--- src/rtl/router_sync_param.sv ---
// Input-buffered mesh router: one FIFO per input, table-driven routing, and a
// registered output stage with a round-robin arbiter per output.
module router_sync_param #(
    parameter int          WIDTH         = 12,
    parameter int          NUM_PORTS     = 4,
    parameter int          FIFO_DEPTH    = 4,
    parameter logic [2:0]  SOURCE_ROUTER = 3'd0,
    parameter logic [23:0] ROUTE_MAP     = 24'h0
) (
    input  logic                       clk,
    input  logic                       reset,
    input  logic [NUM_PORTS*WIDTH-1:0] in_data,
    input  logic [NUM_PORTS-1:0]       in_valid,
    output logic [NUM_PORTS-1:0]       in_ready,
    output logic [NUM_PORTS*WIDTH-1:0] out_data,
    output logic [NUM_PORTS-1:0]       out_valid,
    input  logic [NUM_PORTS-1:0]       out_ready,
    output logic [7:0]                 drop_count
);

    // Handshake: a flit moves across an interface on a rising edge where both
    // valid and ready are high; a producer holding valid keeps its data stable.
    localparam int AW = (FIFO_DEPTH > 1) ? $clog2(FIFO_DEPTH) : 1;
    localparam int PW = (NUM_PORTS > 1) ? $clog2(NUM_PORTS) : 1;
    localparam logic [AW:0] FULL_COUNT = (AW + 1)'(FIFO_DEPTH);

    logic [WIDTH-1:0] mem [NUM_PORTS][FIFO_DEPTH];
    logic [AW-1:0]    rd_ptr [NUM_PORTS];
    logic [AW-1:0]    wr_ptr [NUM_PORTS];
    logic [AW:0]      count  [NUM_PORTS];
    logic             ready_en;

    logic [WIDTH-1:0] head_data [NUM_PORTS];
    logic [2:0]       head_tgt  [NUM_PORTS];
    logic [NUM_PORTS-1:0] head_valid, drop, push, pop, granted_in;

    logic [NUM_PORTS-1:0] out_free, grant_any;
    logic [PW-1:0]        grant_idx [NUM_PORTS];
    logic [PW-1:0]        rr_ptr    [NUM_PORTS];

    logic [3:0] drop_total;
    logic [8:0] drop_sum;
    logic [7:0] drop_next;

    // ready_en keeps in_ready low during reset and until the first edge after it.
    always_comb begin
        for (int p = 0; p < NUM_PORTS; p++) begin
            in_ready[p] = ready_en && (count[p] != FULL_COUNT);
        end
    end

    assign push = in_valid & in_ready;

    always_comb begin
        for (int p = 0; p < NUM_PORTS; p++) begin
            head_data[p]  = mem[p][rd_ptr[p]];
            head_valid[p] = (count[p] != '0);
            if (head_data[p][3:1] == SOURCE_ROUTER) begin
                head_tgt[p] = 3'd0;
            end else begin
                head_tgt[p] = ROUTE_MAP[3*int'(head_data[p][3:1]) +: 3];
            end
            drop[p] = head_valid[p] &&
                      ((int'(head_tgt[p]) == p) || (int'(head_tgt[p]) >= NUM_PORTS));
        end
    end

    // Each input has one head and one target, so no input can win two outputs.
    always_comb begin
        int idx;
        idx        = 0;
        granted_in = '0;
        for (int o = 0; o < NUM_PORTS; o++) begin
            grant_any[o] = 1'b0;
            grant_idx[o] = '0;
            out_free[o]  = !out_valid[o] || out_ready[o];
            if (out_free[o]) begin
                for (int k = 0; k < NUM_PORTS; k++) begin
                    idx = int'(rr_ptr[o]) + k;
                    if (idx >= NUM_PORTS) idx = idx - NUM_PORTS;
                    if (!grant_any[o] && head_valid[idx] && !drop[idx] &&
                        (int'(head_tgt[idx]) == o)) begin
                        grant_any[o]    = 1'b1;
                        grant_idx[o]    = PW'(idx);
                        granted_in[idx] = 1'b1;
                    end
                end
            end
        end
    end

    assign pop = drop | granted_in;

    always_comb begin
        drop_total = '0;
        for (int p = 0; p < NUM_PORTS; p++) begin
            drop_total = drop_total + {3'b000, drop[p]};
        end
        drop_sum  = {1'b0, drop_count} + {5'b00000, drop_total};
        drop_next = (drop_sum > 9'd255) ? 8'hFF : drop_sum[7:0];
    end

    always_ff @(posedge clk) begin
        for (int p = 0; p < NUM_PORTS; p++) begin
            if (push[p]) mem[p][wr_ptr[p]] <= in_data[p*WIDTH +: WIDTH];
        end
    end

    always_ff @(posedge clk or posedge reset) begin
        if (reset) begin
            ready_en   <= 1'b0;
            out_valid  <= '0;
            out_data   <= '0;
            drop_count <= '0;
            for (int p = 0; p < NUM_PORTS; p++) begin
                rd_ptr[p] <= '0;
                wr_ptr[p] <= '0;
                count[p]  <= '0;
                rr_ptr[p] <= '0;
            end
        end else begin
            ready_en   <= 1'b1;
            drop_count <= drop_next;
            for (int p = 0; p < NUM_PORTS; p++) begin
                if (push[p]) wr_ptr[p] <= wr_ptr[p] + 1'b1;
                if (pop[p])  rd_ptr[p] <= rd_ptr[p] + 1'b1;
                count[p] <= count[p] + {{AW{1'b0}}, push[p]} - {{AW{1'b0}}, pop[p]};
            end
            for (int o = 0; o < NUM_PORTS; o++) begin
                if (grant_any[o]) begin
                    out_data[o*WIDTH +: WIDTH] <= head_data[grant_idx[o]];
                    out_valid[o]               <= 1'b1;
                    if (int'(grant_idx[o]) == NUM_PORTS - 1) begin
                        rr_ptr[o] <= '0;
                    end else begin
                        rr_ptr[o] <= grant_idx[o] + 1'b1;
                    end
                end else if (out_free[o]) begin
                    out_valid[o] <= 1'b0;
                end
            end
        end
    end

endmodule

--- config.mk ---
export PLATFORM = sky130hd
export DESIGN_NAME = router_sync_param
export DESIGN_NICKNAME = d
export VERILOG_FILES = /design/src/rtl/router_sync_param.sv
export SDC_FILE = /design/constraint.sdc
export NUM_CORES = 1
export LEC_CHECK = 0
export BUFFER_PORTS_ARGS = -buffer_cell sky130_fd_sc_hd__buf_4
export CAP_MARGIN = 5
export CORE_MARGIN = 2
export CORE_UTILIZATION = 45
export CTS_BUF_LIST = sky130_fd_sc_hd__clkbuf_4
export DETAILED_ROUTE_END_ITERATION = 12
export PLACE_DENSITY_LB_ADDON = 0.1
export SLEW_MARGIN = 20
export SYNTH_ARGS = -nofsm -noshare
export SYNTH_HDL_FRONTEND = slang
export SYNTH_SLANG_ARGS = --single-unit
--- constraint.sdc ---
create_clock -name clk -period 4.7 [get_ports clk]
set_input_delay 0.94 -clock clk [delete_from_list [all_inputs] [get_ports clk]]
set_output_delay 0.94 -clock clk [all_outputs]
set_load 0.005 [all_outputs]
After elaboration in Yosys (flattened, before gate mapping)
Memory sizes are Yosys's and may differ from the RTL's.
Index checks and enable logic that the tools add are counted.
Storage, ports and cells
  memories: 1
  output and inout bits: 64
  memory bits (writable): 192
  register bits: 97
Cells by class
  shifts and indexed selects: 4
  $mul: 4
  equality and inequality tests: 23
  multiplexer cells: 349
  reductions and logical operators: 129
  bitwise gates (word level): 45
  add/subtract/negate cells: 52
  magnitude comparators: 85
Memory list
  mem: depth 4, bits a word 48, read ports 4, clocked after Yosys merged registers in 0, write ports 4, RTL line 27  | logic [WIDTH-1:0] mem [NUM_PORTS][FIFO_DEPTH];
Operators by type and width (number)
  2-to-1 mux 32 bit: 32
  greater-or-equal comparator 32 x 1 -> 1 bit (second input constant): 16
  greater-or-equal comparator 32 x 3 -> 1 bit (second input constant): 16
  less-than comparator 32 x 4 -> 1 bit (second input constant): 16
  inverter 32 bit: 16
  2-to-1 mux 12 bit: 20
  binary-select mux 12 bit (select 2 bit): 8
  2-to-1 mux 48 bit: 4
  2-to-1 mux 4 bit: 32
  2-to-1 mux 1 bit: 124
  2-to-1 mux 3 bit: 36
  binary-select mux 3 bit (select 2 bit): 16
  demux 12 bit (select 2 bit): 4
  indexed part select 24 x 6 -> 3 bit (first input constant): 4
  greater-or-equal comparator 3 bit (second input constant): 28
  logical AND 1 bit: 72
  binary-select mux 1 bit (select 2 bit): 32
  OR 4 bit: 16
  2-to-1 mux 2 bit: 24
  subtractor 3 x 3 -> 4 bit (second input constant): 12
  inverter 2 -> 3 bit: 12
  demux 1 bit (select 2 bit): 16
  zero test 1 bit: 32
  == test 3 bit (second input constant): 10
  23 further kinds: 93

Depth between registers and ports, before layout
  depth after elaboration: 74
  depth in mapped cells: 17
  mapped depth without buffers: 15

Worst setup path after synthesis
OpenSTA, ideal clock, no wires.
  kind: reg2reg
  start point: reg rr_ptr[7] (netlist bit)
  end point: reg count[8] (netlist bit)
  setup time: 0.129 ns
  setup slack: 1.141 ns
  data arrival time: 3.429 ns
  buffers on the path: 2
  cell stages (with the launch flop): 17
  required time: 4.571 ns
  period minus slack after synthesis: 3.559 ns
  path through: dfrtp_1 buf_2 inv_1 ha_1 buf_6 or4b_1 nor3_1 nor3_1 nor2b_1 o31a_1 ha_1 inv_1 ha_1 inv_1 fa_1 xnor2_1 xnor2_1
Between the ends
  longest elaborated chain between the ends: 67
  elaborated cells between the ends (all ways): 156
  classes of those cells: add/sub (8); order compare (12); mux (90); bitwise (20); reduce/logical (26)
Ends and longest elaborated chain
  start: declaration: RTL line 39  | logic [PW-1:0] rr_ptr [NUM_PORTS];
  start signal: indexed assignment: RTL line 136  | rr_ptr[o] <= grant_idx[o] + 1'b1;
  branches (longest 27 deep; another with greater-or-equal comparator 32 x 1 -> 1 bit)
  2-to-1 mux 4 bit *: RTL line 81  | if (!grant_any[o] && head_valid[idx] && !drop[idx] &&
  2-to-1 mux 4 bit *: RTL line 77  | if (out_free[o]) begin
  OR 4 bit (no line)
  2-to-1 mux 4 bit: RTL line 81
  2-to-1 mux 4 bit: RTL line 77
  OR 4 bit (no line)
  2-to-1 mux 4 bit: RTL line 81
  [... 26 more ...]
  2-to-1 mux 4 bit: RTL line 81
  2-to-1 mux 4 bit: RTL line 77
  OR 4 bit (no line)
  2-to-1 mux 4 bit: RTL line 81
  2-to-1 mux 4 bit *: RTL line 77
  net granted_in[1]: RTL line 35  | logic [NUM_PORTS-1:0] head_valid, drop, push, pop, granted_in;
  OR 4 bit *: RTL line 92  | assign pop = drop | granted_in;
  subtractor 3 x 1 -> 3 bit *: RTL line 127  | count[p] <= count[p] + {{AW{1'b0}}, push[p]} - {{AW{1'b0}}, pop[p]};
  end signal: indexed assignment: RTL line 127
  end: declaration: RTL line 30  | logic [AW:0] count [NUM_PORTS];
Mark *: on every way through the listed nets, which the timed path passes. The select of a mux whose other input is x is not followed.
A chain may end at the register's enable or synchronous reset.

Final worst setup path
  start point: reg rr_ptr[7] (netlist bit)
  end point: reg count[2] (netlist bit)
The elaborated chain is that of the path after synthesis.

==> flow_metrics.tcl <==
set metrics [dict create \
    fin_skew_ns 0.03001 \
    tightest_slew_ns 0.9556 \
    tns_ns 0 \
    crit_path_end_kind "flop" \
    synth_edf_count 144 \
    cts-root-buf "clkbuf_4" \
    grt_busiest_layer "met2" \
    critPathArrivalTime_ns 4.15 \
    clock-sinks 192 \
    netlist.area_leader.share_pct 50.15 \
    vdd_drop_max_uv 198.6 \
    n_fill_cell 1589 \
    cap_violations 0 \
    synth.ff_latch_count 192 \
    syn2layout_area_growth_pct 10.82 \
    start_util_pct 45.95 \
    antenna_found_initial 1 \
    core-area_um2 18770 \
    crit_type "reg2reg" \
    ys_warn_count 0 \
    p_per_area_nw_per_um2 572.8 \
    rsz0062_at_grt "false" \
    layout.nets 696 \
    intPower_w 0.003494 \
    clk_pin_slew_ns 0.17 \
    power.total_w 0.005474 \
    worstSetupStartpointType "flop" \
    fin_area_um2 9557 \
    row_count 50 \
    wl_per_cell_um 18.92 \
    relSlewSlack_pct 36.29 \
    min_period_over_period_pct 78.05 \
    seq_power_share_pct 47.1 \
    yosysTopAreaCell "edfxtp_1" \
    remaining_drc_errors 0 \
    grt_pass1_vias 4661 \
    synth_cell_types 54 \
    period_needed_ns 3.668 \
    yosys_most_used_dff "edfxtp_1" \
    fmax_mhz 272.6 \
    slew_violations 0 \
    min_path_type "in2async" \
    grtUsageMet1_pct 21.53 \
    met2_usage_pct 29.42 \
    io_buffers 67 \
    syn_inst 532 \
    die_x_um 142.4 \
    synth_seq_area_share_pct 64.07 \
    synthArstFlopShare_pct 25.00 \
    comb_power_share_pct 34.9 \
    hold_violations 0 \
    drt_wl_total_mm 16.10 \
    met3_usage_pct 3.869 \
    cts_made_buffers 17 \
    die_area_um2 20290 \
    worstPathRequired_ns 5.19 \
    placed_area_um2 9208 \
    switching_power_w 0.001980 \
    ctsHoldBuffers 0 \
    die_h_um 142.4 \
    firstDrtPassIters 4 \
    hpwlAfterDp_mm 11.04 \
    grt.overflow.total 0 \
    cts.htree.levels 4 \
    synth_most_common_cell "edfxtp_1" \
    grt_pass1_wl_mm 25.49 \
    multiInputGateArea_um2 2748 \
    drt_iter0_markers 214 \
    clock_path_buffers 2 \
    worstPathMaxFanout 10 \
    grt.total_usage_pct 17.05 \
    cts_tree "done" \
    postRouteAntennaNets 0 \
    syn_avg_cell_area_um2 16.21 \
    setup-violations-final 0 \
    seqCellArea_um2 5525 \
    drive_gt1_share_pct 25.65 \
    synth_common_cells "144 x edfxtp_1, 48 x dfrtp_1, 39 x buf_4" \
    ys_top_cells_by_area "edfxtp_1 50%, dfrtp_1 14%, mux4_2 9.4%" \
    clkLatencyLatePin_ns 0.59 \
    via_per_inst 5.318 \
    grt_max_degree 49 \
    globalplace.congestion 0.8157 \
    netlist_area_um2 8623 \
    cts_setup_buffers 0 \
    status "completed" \
    pwr-share-clk_pct 18.0 \
    cts_resized 0 \
    swShare_pct 36.17 \
    leakagePower_nw 3.599 \
    ioPinCount 122 \
    dr_total_vias 4526 \
]
==> flip-flops by register name, indices dropped and copies added, names as in the netlist <==
register    count
rr_ptr          2
ready_en        1
rd_ptr          6
out_data       12
wr_ptr          6
mem           144
count          12
drop_count      8
out_valid       1
==> power groups by stage <==
stage,Combinational [W],Clock [W],Sequential [W]
after floorplan,0.00154,0,0.00241
final,0.00191,0.000984,0.00258
after CTS,0.00196,0.00101,0.00259
after global placement,0.00191,0,0.00261
after detailed placement,0.00196,0,0.00263
after global routing,0.00214,0.00108,0.00265
==> worst paths after layout <==
path                                       start                       to  slack [ns]  depth (start not counted)
setup / recovery           rr_ptr[7]$_DFFE_PP0P_       count[2]$_DFF_PP0_        1.03                         14
hold / removal                             reset      count[10]$_DFF_PP0_        0.49                          2
setup reg to reg           rr_ptr[7]$_DFFE_PP0P_       count[2]$_DFF_PP0_        1.03                         14
hold reg to reg              count[11]$_DFF_PP0_      count[11]$_DFF_PP0_        0.53                          1
max in group asynchronous                  reset  out_data[0]$_DFFE_PP0P_        3.69                          2
min in group clk                     in_data[26]     mem[2][14]$_DFFE_PP_        0.53                          1
==> stage by stage <==
stage	hold WS, ns	setup slack, ns	utilization, %	instances
final	0.4853	1.032	50.92	851
after global routing	0.4611	0.7655	50.92	851
after CTS	0.4722	1.031	50.90	850
after detailed placement	0.5205	1.028	49.06	818
after global placement	0.4952	1.046	49.06	818
after floorplan	0.4632	1.141	-	570
==> layout make-up <==
| class | instances | share of cell area, % |
|---|---|---|
| Timing Repair Buffer | 72 | 5.656 |
| Inverter | 27 | 1.074 |
| Clock inverter | 15 | 2.278 |
| Multi-Input combinational cell | 293 | 28.75 |
| Tap cell | 234 | 3.064 |
| Sequential cell | 192 | 57.82 |
| Clock buffer | 17 | 1.335 |
| Antenna cell | 1 | 0.02618 |
==> kinds of logic after synthesis <==
kind of cell | Yosys count | share of synthesized area (%)
XOR/XNOR | 20 | 2.031
AND/OR/NAND/NOR | 86 | 5.601
other | 2 | 0.08709
multiplexers | 50 | 11.04
adder cells (fa/ha/maj) | 35 | 5.427
AO/OA/AOI/OAI | 62 | 6.021
flip-flops | 192 | 64.07
buffers and inverters | 85 | 5.717
==> metal layers <==
layer / wire (um) / part of all wire, %
met1: 6848 / 43
met5: 0 / 0
met4: 225 / 1.4
met3: 654 / 4.1
met2: 8373 / 52
==> critical path, stage by stage (launching register included) <==
cell and delay [ns]:
dfrtp_1 0.37, inv_1 0.13, ha_1 0.54, or4b_1 0.55, nor3_1 0.28, nor3_1 0.15, nor2b_1 0.22, o31a_1 0.22
ha_1 0.25, inv_1 0.06, ha_1 0.12, inv_1 0.04, fa_1 0.38, xnor2_1 0.15, xnor2_1 0.12
==> cells in the final DEF, fill, tap and decap left out, types with 3 or more instances in the layout <==
cell	synthesis	layout
mux2i_1	13	13
clkinv_8	0	4
nor3_1	6	6
clkbuf_4	0	17
o2111ai_1	4	4
ha_1	31	31
inv_1	27	26
a22oi_1	13	13
inv_8	0	3
nand3_1	10	10
a21boi_2	4	4
edfxtp_1	144	144
mux4_2	36	36
buf_4	39	72
xor2_1	5	5
nand2b_1	5	5
o21ai_0	3	3
a21boi_0	4	4
conb_1	2	40
nand2_1	17	17
nor2b_1	4	4
and3_1	13	13
nor4_1	3	3
fa_1	4	4
xnor2_1	15	15
and2_1	3	3
a21oi_1	3	3
dfrtp_1	48	48
or3_1	3	3
nor2_1	12	12
o21ai_1	15	15
No activity file was read; power rests on OpenSTA's default activity.
